$ cat src/rtl/mem_6502_pkg.sv
// Shared types for the 6502 memory path: address width, address type and
// the write-combining buffer state encoding.
package mem_6502_pkg;

    localparam int MEM_AW = 24;

    typedef logic [MEM_AW-1:0] mem_addr_t;

    typedef enum logic [1:0] {
        IDLE  = 2'd0,
        FILL  = 2'd1,
        FLUSH = 2'd2,
        PASS  = 2'd3
    } wbuf_state_t;

    // A single-byte write that may be merged: a write that is not part of a burst.
    function automatic logic is_plain_write(input logic wr, input logic wburst);
        return wr & ~wburst;
    endfunction

endpackage

$ cat src/rtl/mem_wbuf_6502.sv
// Write-combining buffer between cache_6502 (u_*) and spi_sram_master (d_*).
// Address-contiguous single-byte writes are collected and sent as one write
// burst; reads and upstream bursts pass straight through once the buffer is
// empty, so the SRAM always sees program order.
// Optional feature macro: WBUF_IDLE_FLUSH_EN (auto-flush after IDLE_CYCLES
// cycles without a buffered write).
//
// Handshake (both sides): a request is valid while *_en=1 and its fields are
// held stable until *_rdy=1; the beat completes in the cycle *_en & *_rdy.
module mem_wbuf_6502
    import mem_6502_pkg::*;
#(
    parameter int DEPTH       = 8,
    parameter int IDLE_CYCLES = 64
) (
    input  logic                    clk,
    input  logic                    rst,
    input  mem_addr_t               u_addr,
    input  logic                    u_en,
    input  logic                    u_wr,
    input  logic                    u_rburst,
    input  logic                    u_wburst,
    input  logic [7:0]              u_wdata,
    output logic                    u_rdy,
    output logic [7:0]              u_rdata,
    output logic [7:0]              u_rdata0,
    output logic                    u_rdata_load,
    output mem_addr_t               d_addr,
    output logic                    d_en,
    output logic                    d_wr,
    output logic                    d_rburst,
    output logic                    d_wburst,
    output logic [7:0]              d_wdata,
    input  logic                    d_rdy,
    input  logic [7:0]              d_rdata,
    input  logic [7:0]              d_rdata0,
    input  logic                    d_rdata_load,
    output wbuf_state_t             o_dbg_state,
    output logic [$clog2(DEPTH):0]  o_dbg_cnt
);

    localparam int IW = $clog2(DEPTH);
    localparam int CW = IW + 1;

    // Elaboration-time sanity checks on the configuration.
    if (DEPTH < 2 || DEPTH > 32 || (1 << IW) != DEPTH) begin : g_bad_depth
        $error("mem_wbuf_6502: DEPTH must be a power of 2 in 2..32");
    end
    if (IDLE_CYCLES < 1) begin : g_bad_idle
        $error("mem_wbuf_6502: IDLE_CYCLES must be at least 1");
    end

    wbuf_state_t     r_state;
    logic [CW-1:0]   r_cnt;
    logic [IW-1:0]   r_k;
    mem_addr_t       r_base;
    logic [7:0]      r_buf [DEPTH];

`ifdef WBUF_IDLE_FLUSH_EN
    localparam int DW = $clog2(IDLE_CYCLES + 1);
    logic [DW-1:0]   r_idle;
`endif

    logic            w_plain_wr;
    mem_addr_t       w_next_addr;
    logic            w_contig;
    logic            w_last_beat;
    logic            w_burst_end;
    logic            w_store;
    logic [IW-1:0]   w_wr_idx;

    assign w_plain_wr  = is_plain_write(u_wr, u_wburst);
    assign w_next_addr = r_base + mem_addr_t'(r_cnt);
    assign w_contig    = u_en & w_plain_wr & (u_addr == w_next_addr) & (r_cnt < CW'(DEPTH));
    assign w_last_beat = ({1'b0, r_k} == (r_cnt - CW'(1)));
    assign w_burst_end = ~u_rburst & ~u_wburst;

    // A byte enters the buffer either as the first byte (IDLE) or a contiguous follow-on (FILL).
    assign w_store  = ~rst & (((r_state == IDLE) & u_en & w_plain_wr) |
                              ((r_state == FILL) & w_contig));
    assign w_wr_idx = (r_state == IDLE) ? '0 : r_cnt[IW-1:0];

    // Read return is a straight wire from the master; nothing is registered here.
    assign u_rdata      = d_rdata;
    assign u_rdata0     = d_rdata0;
    assign u_rdata_load = d_rdata_load;

    assign o_dbg_state = r_state;
    assign o_dbg_cnt   = r_cnt;

    // Downstream request and upstream ready: flush beats, pass-through, or quiet.
    always_comb begin
        d_en     = 1'b0;
        d_wr     = 1'b0;
        d_rburst = 1'b0;
        d_wburst = 1'b0;
        d_addr   = '0;
        d_wdata  = '0;
        u_rdy    = 1'b0;
        if (!rst) begin
            case (r_state)
                IDLE: begin
                    if (u_en) begin
                        if (w_plain_wr) begin
                            u_rdy = 1'b1;
                        end else begin
                            // Buffer is empty, so a read or burst beat goes out this cycle.
                            d_en     = 1'b1;
                            d_wr     = u_wr;
                            d_rburst = u_rburst;
                            d_wburst = u_wburst;
                            d_addr   = u_addr;
                            d_wdata  = u_wdata;
                            u_rdy    = d_rdy;
                        end
                    end
                end
                FILL: begin
                    u_rdy = w_contig;
                end
                FLUSH: begin
                    d_en     = 1'b1;
                    d_wr     = 1'b1;
                    d_wburst = ~w_last_beat;
                    d_addr   = r_base + mem_addr_t'(r_k);
                    d_wdata  = r_buf[r_k];
                end
                PASS: begin
                    d_en     = u_en;
                    d_wr     = u_wr;
                    d_rburst = u_rburst;
                    d_wburst = u_wburst;
                    d_addr   = u_addr;
                    d_wdata  = u_wdata;
                    u_rdy    = d_rdy;
                end
                default: ;
            endcase
        end
    end

    // Byte storage; contents are don't-care while the count says the slot is empty.
    always_ff @(posedge clk) begin
        if (w_store) begin
            r_buf[w_wr_idx] <= u_wdata;
        end
    end

    // Buffer FSM: collect contiguous bytes, drain as one burst, or forward other traffic.
    always_ff @(posedge clk) begin
        if (rst) begin
            r_state <= IDLE;
            r_cnt   <= '0;
            r_k     <= '0;
            r_base  <= '0;
`ifdef WBUF_IDLE_FLUSH_EN
            r_idle  <= '0;
`endif
        end else begin
            case (r_state)
                IDLE: begin
                    if (u_en) begin
                        if (w_plain_wr) begin
                            r_base  <= u_addr;
                            r_cnt   <= CW'(1);
                            r_state <= FILL;
`ifdef WBUF_IDLE_FLUSH_EN
                            r_idle  <= DW'(IDLE_CYCLES);
`endif
                        end else if (!(d_rdy && w_burst_end)) begin
                            r_state <= PASS;
                        end
                    end
                end
                FILL: begin
                    if (u_en) begin
                        if (w_contig) begin
                            r_cnt <= r_cnt + CW'(1);
`ifdef WBUF_IDLE_FLUSH_EN
                            r_idle <= DW'(IDLE_CYCLES);
`endif
                            // A full buffer drains before anything else is accepted.
                            if (r_cnt + CW'(1) == CW'(DEPTH)) begin
                                r_state <= FLUSH;
                            end
                        end else begin
                            // Request stays pending and is replayed from IDLE after the drain.
                            r_state <= FLUSH;
                        end
                    end
`ifdef WBUF_IDLE_FLUSH_EN
                    else begin
                        if (r_idle <= DW'(1)) begin
                            r_state <= FLUSH;
                        end else begin
                            r_idle <= r_idle - DW'(1);
                        end
                    end
`endif
                end
                FLUSH: begin
                    if (d_rdy) begin
                        if (w_last_beat) begin
                            r_cnt   <= '0;
                            r_k     <= '0;
                            r_state <= IDLE;
                        end else begin
                            r_k <= r_k + IW'(1);
                        end
                    end
                end
                PASS: begin
                    if (u_en && d_rdy && w_burst_end) begin
                        r_state <= IDLE;
                    end
                end
                default: r_state <= IDLE;
            endcase
        end
    end

endmodule
$ cat config.mk
export PLATFORM = sky130hd
export DESIGN_NAME = mem_wbuf_6502
export DESIGN_NICKNAME = d
export VERILOG_FILES = /design/src/rtl/mem_6502_pkg.sv /design/src/rtl/mem_wbuf_6502.sv
export SDC_FILE = /design/constraint.sdc
export NUM_CORES = 1
export LEC_CHECK = 0
export CORE_UTILIZATION = 55
export CTS_BUF_LIST = sky130_fd_sc_hd__clkbuf_8
export DETAILED_ROUTE_END_ITERATION = 10
export PLACE_DENSITY = 0.84
export SLEW_MARGIN = 0
export SYNTH_ARGS = -nofsm -noshare
export SYNTH_HDL_FRONTEND = slang
export SYNTH_SLANG_ARGS = --single-unit
export TNS_END_PERCENT = 1
$ cat constraint.sdc
create_clock -name clk -period 9.1 [get_ports clk]
set_clock_uncertainty 0.05 [all_clocks]
set_input_delay 1.82 -clock clk [delete_from_list [all_inputs] [get_ports clk]]
set_output_delay 1.82 -clock clk [all_outputs]
set_load 0.05 [all_outputs]
==> results.toml <==
[placement]
numPortBuffers = 81
dp_cells = 783
place_congestion = 0.9125
dpl.hpwl_um = 10210
placed_area_um2 = 6824

[synth]
async_reset_ff_share_pct = 0
yosysMostFrequentCell = "nand2_1"
yosysTopAreaCellShare_pct = 31.35
ys_ff_latch = 100
synth_nets = 693
synthDistinctLibCells = 64
syn_area_um2 = 6131
synth_area_leaders = "edfxtp_1 31%, dfxtp_1 12%, mux4_2 5.9%"
syn_inst = 620
ys.flop_type = "edfxtp_1"
ys_seq_area_share_pct = 43.10
avgSynthCellArea_um2 = 9.889
synthTopCellsByCount = "78 x nand2_1, 64 x edfxtp_1, 56 x nor2_1"
synth.largest_area_cell = "edfxtp_1"
synth_edf_count = 64
yosysWarnings = 0

[global_route]
grt-ovfl-total = 0
grt_first_pass_wirelength_um = 23460
gr-usage-met3_pct = 4.782
grt_pass1_vias = 4713
grt.busiest_layer = "met2"
antenna_found_initial = 0
met2_usage_pct = 41.76
grt_max_degree = 44
track_usage_pct = 26.60
use_met1_pct = 36.64

[sta]
rsz0062_at_grt = "false"
period_share_pct = 77.75
hold_violations = 0
period_needed_ps = 7075
drv_slew = 0
tightest_slew_ps = 1200
fin_setup_tns_ps = 0
fmax_ghz = 0.1413
slew_headroom_pct = 19.37
setup_viol = 0

[cts]
cts_setup_buffers = 0
clockRootBuffer = "clkbuf_8"
htreeDepth = 3
clockBufferDepth = 2
clk-insertion-delay-late_ps = 380
clkTransAtPathRegs_ps = 100
cts_buffers = 9
hold_buffers = 0
cts_resized = 0
clock_sinks = 100
cts_tree = "yes"

[critical_path]
startpoint_type = "input pin"
r2r_cells = 11
end_kind = "output port"
required_ps = 7230
crit_chain = "clkdlybuf4s50_1 > xnor2_1 > or3_1 > a21o_1 > mux2_2 > nor4_1 > and4_1 > nand2_4 > a211oi_1 > clkdlybuf4s50_1"
critPathSlowestCell = "clkdlybuf4s50_1"
worstSetupPathType = "input pin to output port"
worst_path_largest_cell_delay_ps = 860
arrival_ps = 5210
crit_top_cell = "clkdlybuf4s50_1"
worstPathMaxFanout = 8

[min_path]
hold_path.class = "register to register"
hold_path_depth = 2

[route]
ant_nets = 0
drtPass1Iterations = 5
wl_per_cell_um = 18.53
wl_um = 14810
drt_iter0_drc = 460
num_vias = 4924
vias_per_cell = 6.163
drc_errors = 0

[power_and_ir_drop]
ir_drop_mv = 0.1961
powerDensity_nw_per_um2 = 189.9
leakagePower_nw = 2.334

[finish]
fin_cells = 799
synthToLayoutAreaGrowth_pct = 14.43
layout-drive-gt1-share_pct = 8.953
regArea_um2 = 2643
multi_input_area_um2 = 3109
post-route-cell-area_um2 = 7015
nNetsFinal = 727
postLayoutCoreUtil_pct = 64.72
fillers = 858
n_antenna_cell = 0

[floorplanning]
start_util_pct = 56.56
rows = 38
io_pins = 116
core_um2 = 10840
die-area_um2 = 11570
die_h_um = 107.6
die_w_um = 107.6

[status]
status = "finished clean"

[flow_run]
maxCapViolCount = 0
## metal layers
layer	vias up	wire, µm	share of wire (%)
met2	247	6940	47
met5	-	0	0
met3	34	1314	8.9
li1	2299	-	-
met4	0	303	2.0
met1	2344	6247	42
## registers in the layout, indices dropped and copies added, names as in the netlist, named ones only
signal / cells
r_k: 3
r_base: 24
r_buf: 64
o_dbg_cnt: 4
o_dbg_state: 2
## through the flow
step | setup slack [ps] | power (W) | hold WS (ps)
floorplan | 2708 | 0.0009284 | 406.7
detailed placement | 2112 | 0.001062 | 434.3
finish | 2025 | 0.001332 | 450.0
CTS | 2052 | 0.001332 | 446.9
global route | 1836 | 0.001394 | 478.0
global placement | 2073 | 0.001049 | 420.4
## worst paths after layout
path                        startpoint                endpoint  slack [ps]
min             r_base[2]$_SDFFE_PP0P_  r_base[2]$_SDFFE_PP0P_         450
min reg2reg     r_base[2]$_SDFFE_PP0P_  r_base[2]$_SDFFE_PP0P_         450
max                         u_addr[23]                   u_rdy        2020
max reg2reg  o_dbg_cnt[0]$_SDFFE_PP0P_   r_buf[2][3]$_DFFE_PP_        4230
## report_power, final
group / total (W) / internal (W) / switching [W]
Combinational: 0.000521 / 0.000190 / 0.000331
Sequential: 0.000535 / 0.000498 / 0.0000372
Clock: 0.000277 / 0.000106 / 0.000171
Total: 0.00133 / 0.000793 / 0.000539
## final cells by class
class                      count  share of cell area [%]
tap                          140                   2.497
inverter                      15                  0.8026
sequential                   100                   37.67
multi-input combinational    443                   44.32
clock buffer                   9                   1.766
clock inverter                 7                  0.9631
timing repair buffer          85                   11.99
## placed cells by master, fill, tap and decap left out, types with 3 or more instances in the layout
cell             instances
clkdlybuf4s50_1         81
nand2_1                 78
edfxtp_1                64
nor2_1                  56
a21oi_1                 43
dfxtp_1                 36
a22oi_1                 33
xnor2_1                 31
xor2_1                  27
mux4_2                  16
inv_1                   15
ha_1                    15
nand3_1                 12
nand4_1                 12
and3_1                  11
nor3_1                  11
mux2_2                  10
clkbuf_8                 9
nand2b_1                 7
nor4_1                   7
o21ai_0                  7
a31oi_1                  4
and4_1                   4
nor3b_1                  4
buf_4                    4
o22ai_1                  3
a211oi_1                 3
and2_1                   3
or2_2                    3
nor4_2                   3
a21o_1                   3
## critical path, delay by kind of cell
kind	cells	cell delay (ps)
buffers and inverters	2	1320
muxes	1	270
AOI/OAI and AO/OA	2	460
and+or+nand+nor	4	1170
xor gates and xnor gates	1	180
## logic make-up after synthesis
logic type,count (synthesis),synth area share [%]
flip-flops,100,43.10
AND/OR/NAND/NOR,223,17.90
adder cells (fa/ha/maj),17,3.714
buffers and inverters,77,6.183
XOR/XNOR,58,8.286
multiplexers,28,8.041
AO/OA/AOI/OAI,117,12.78
Power figures use the tool's default switching activity.
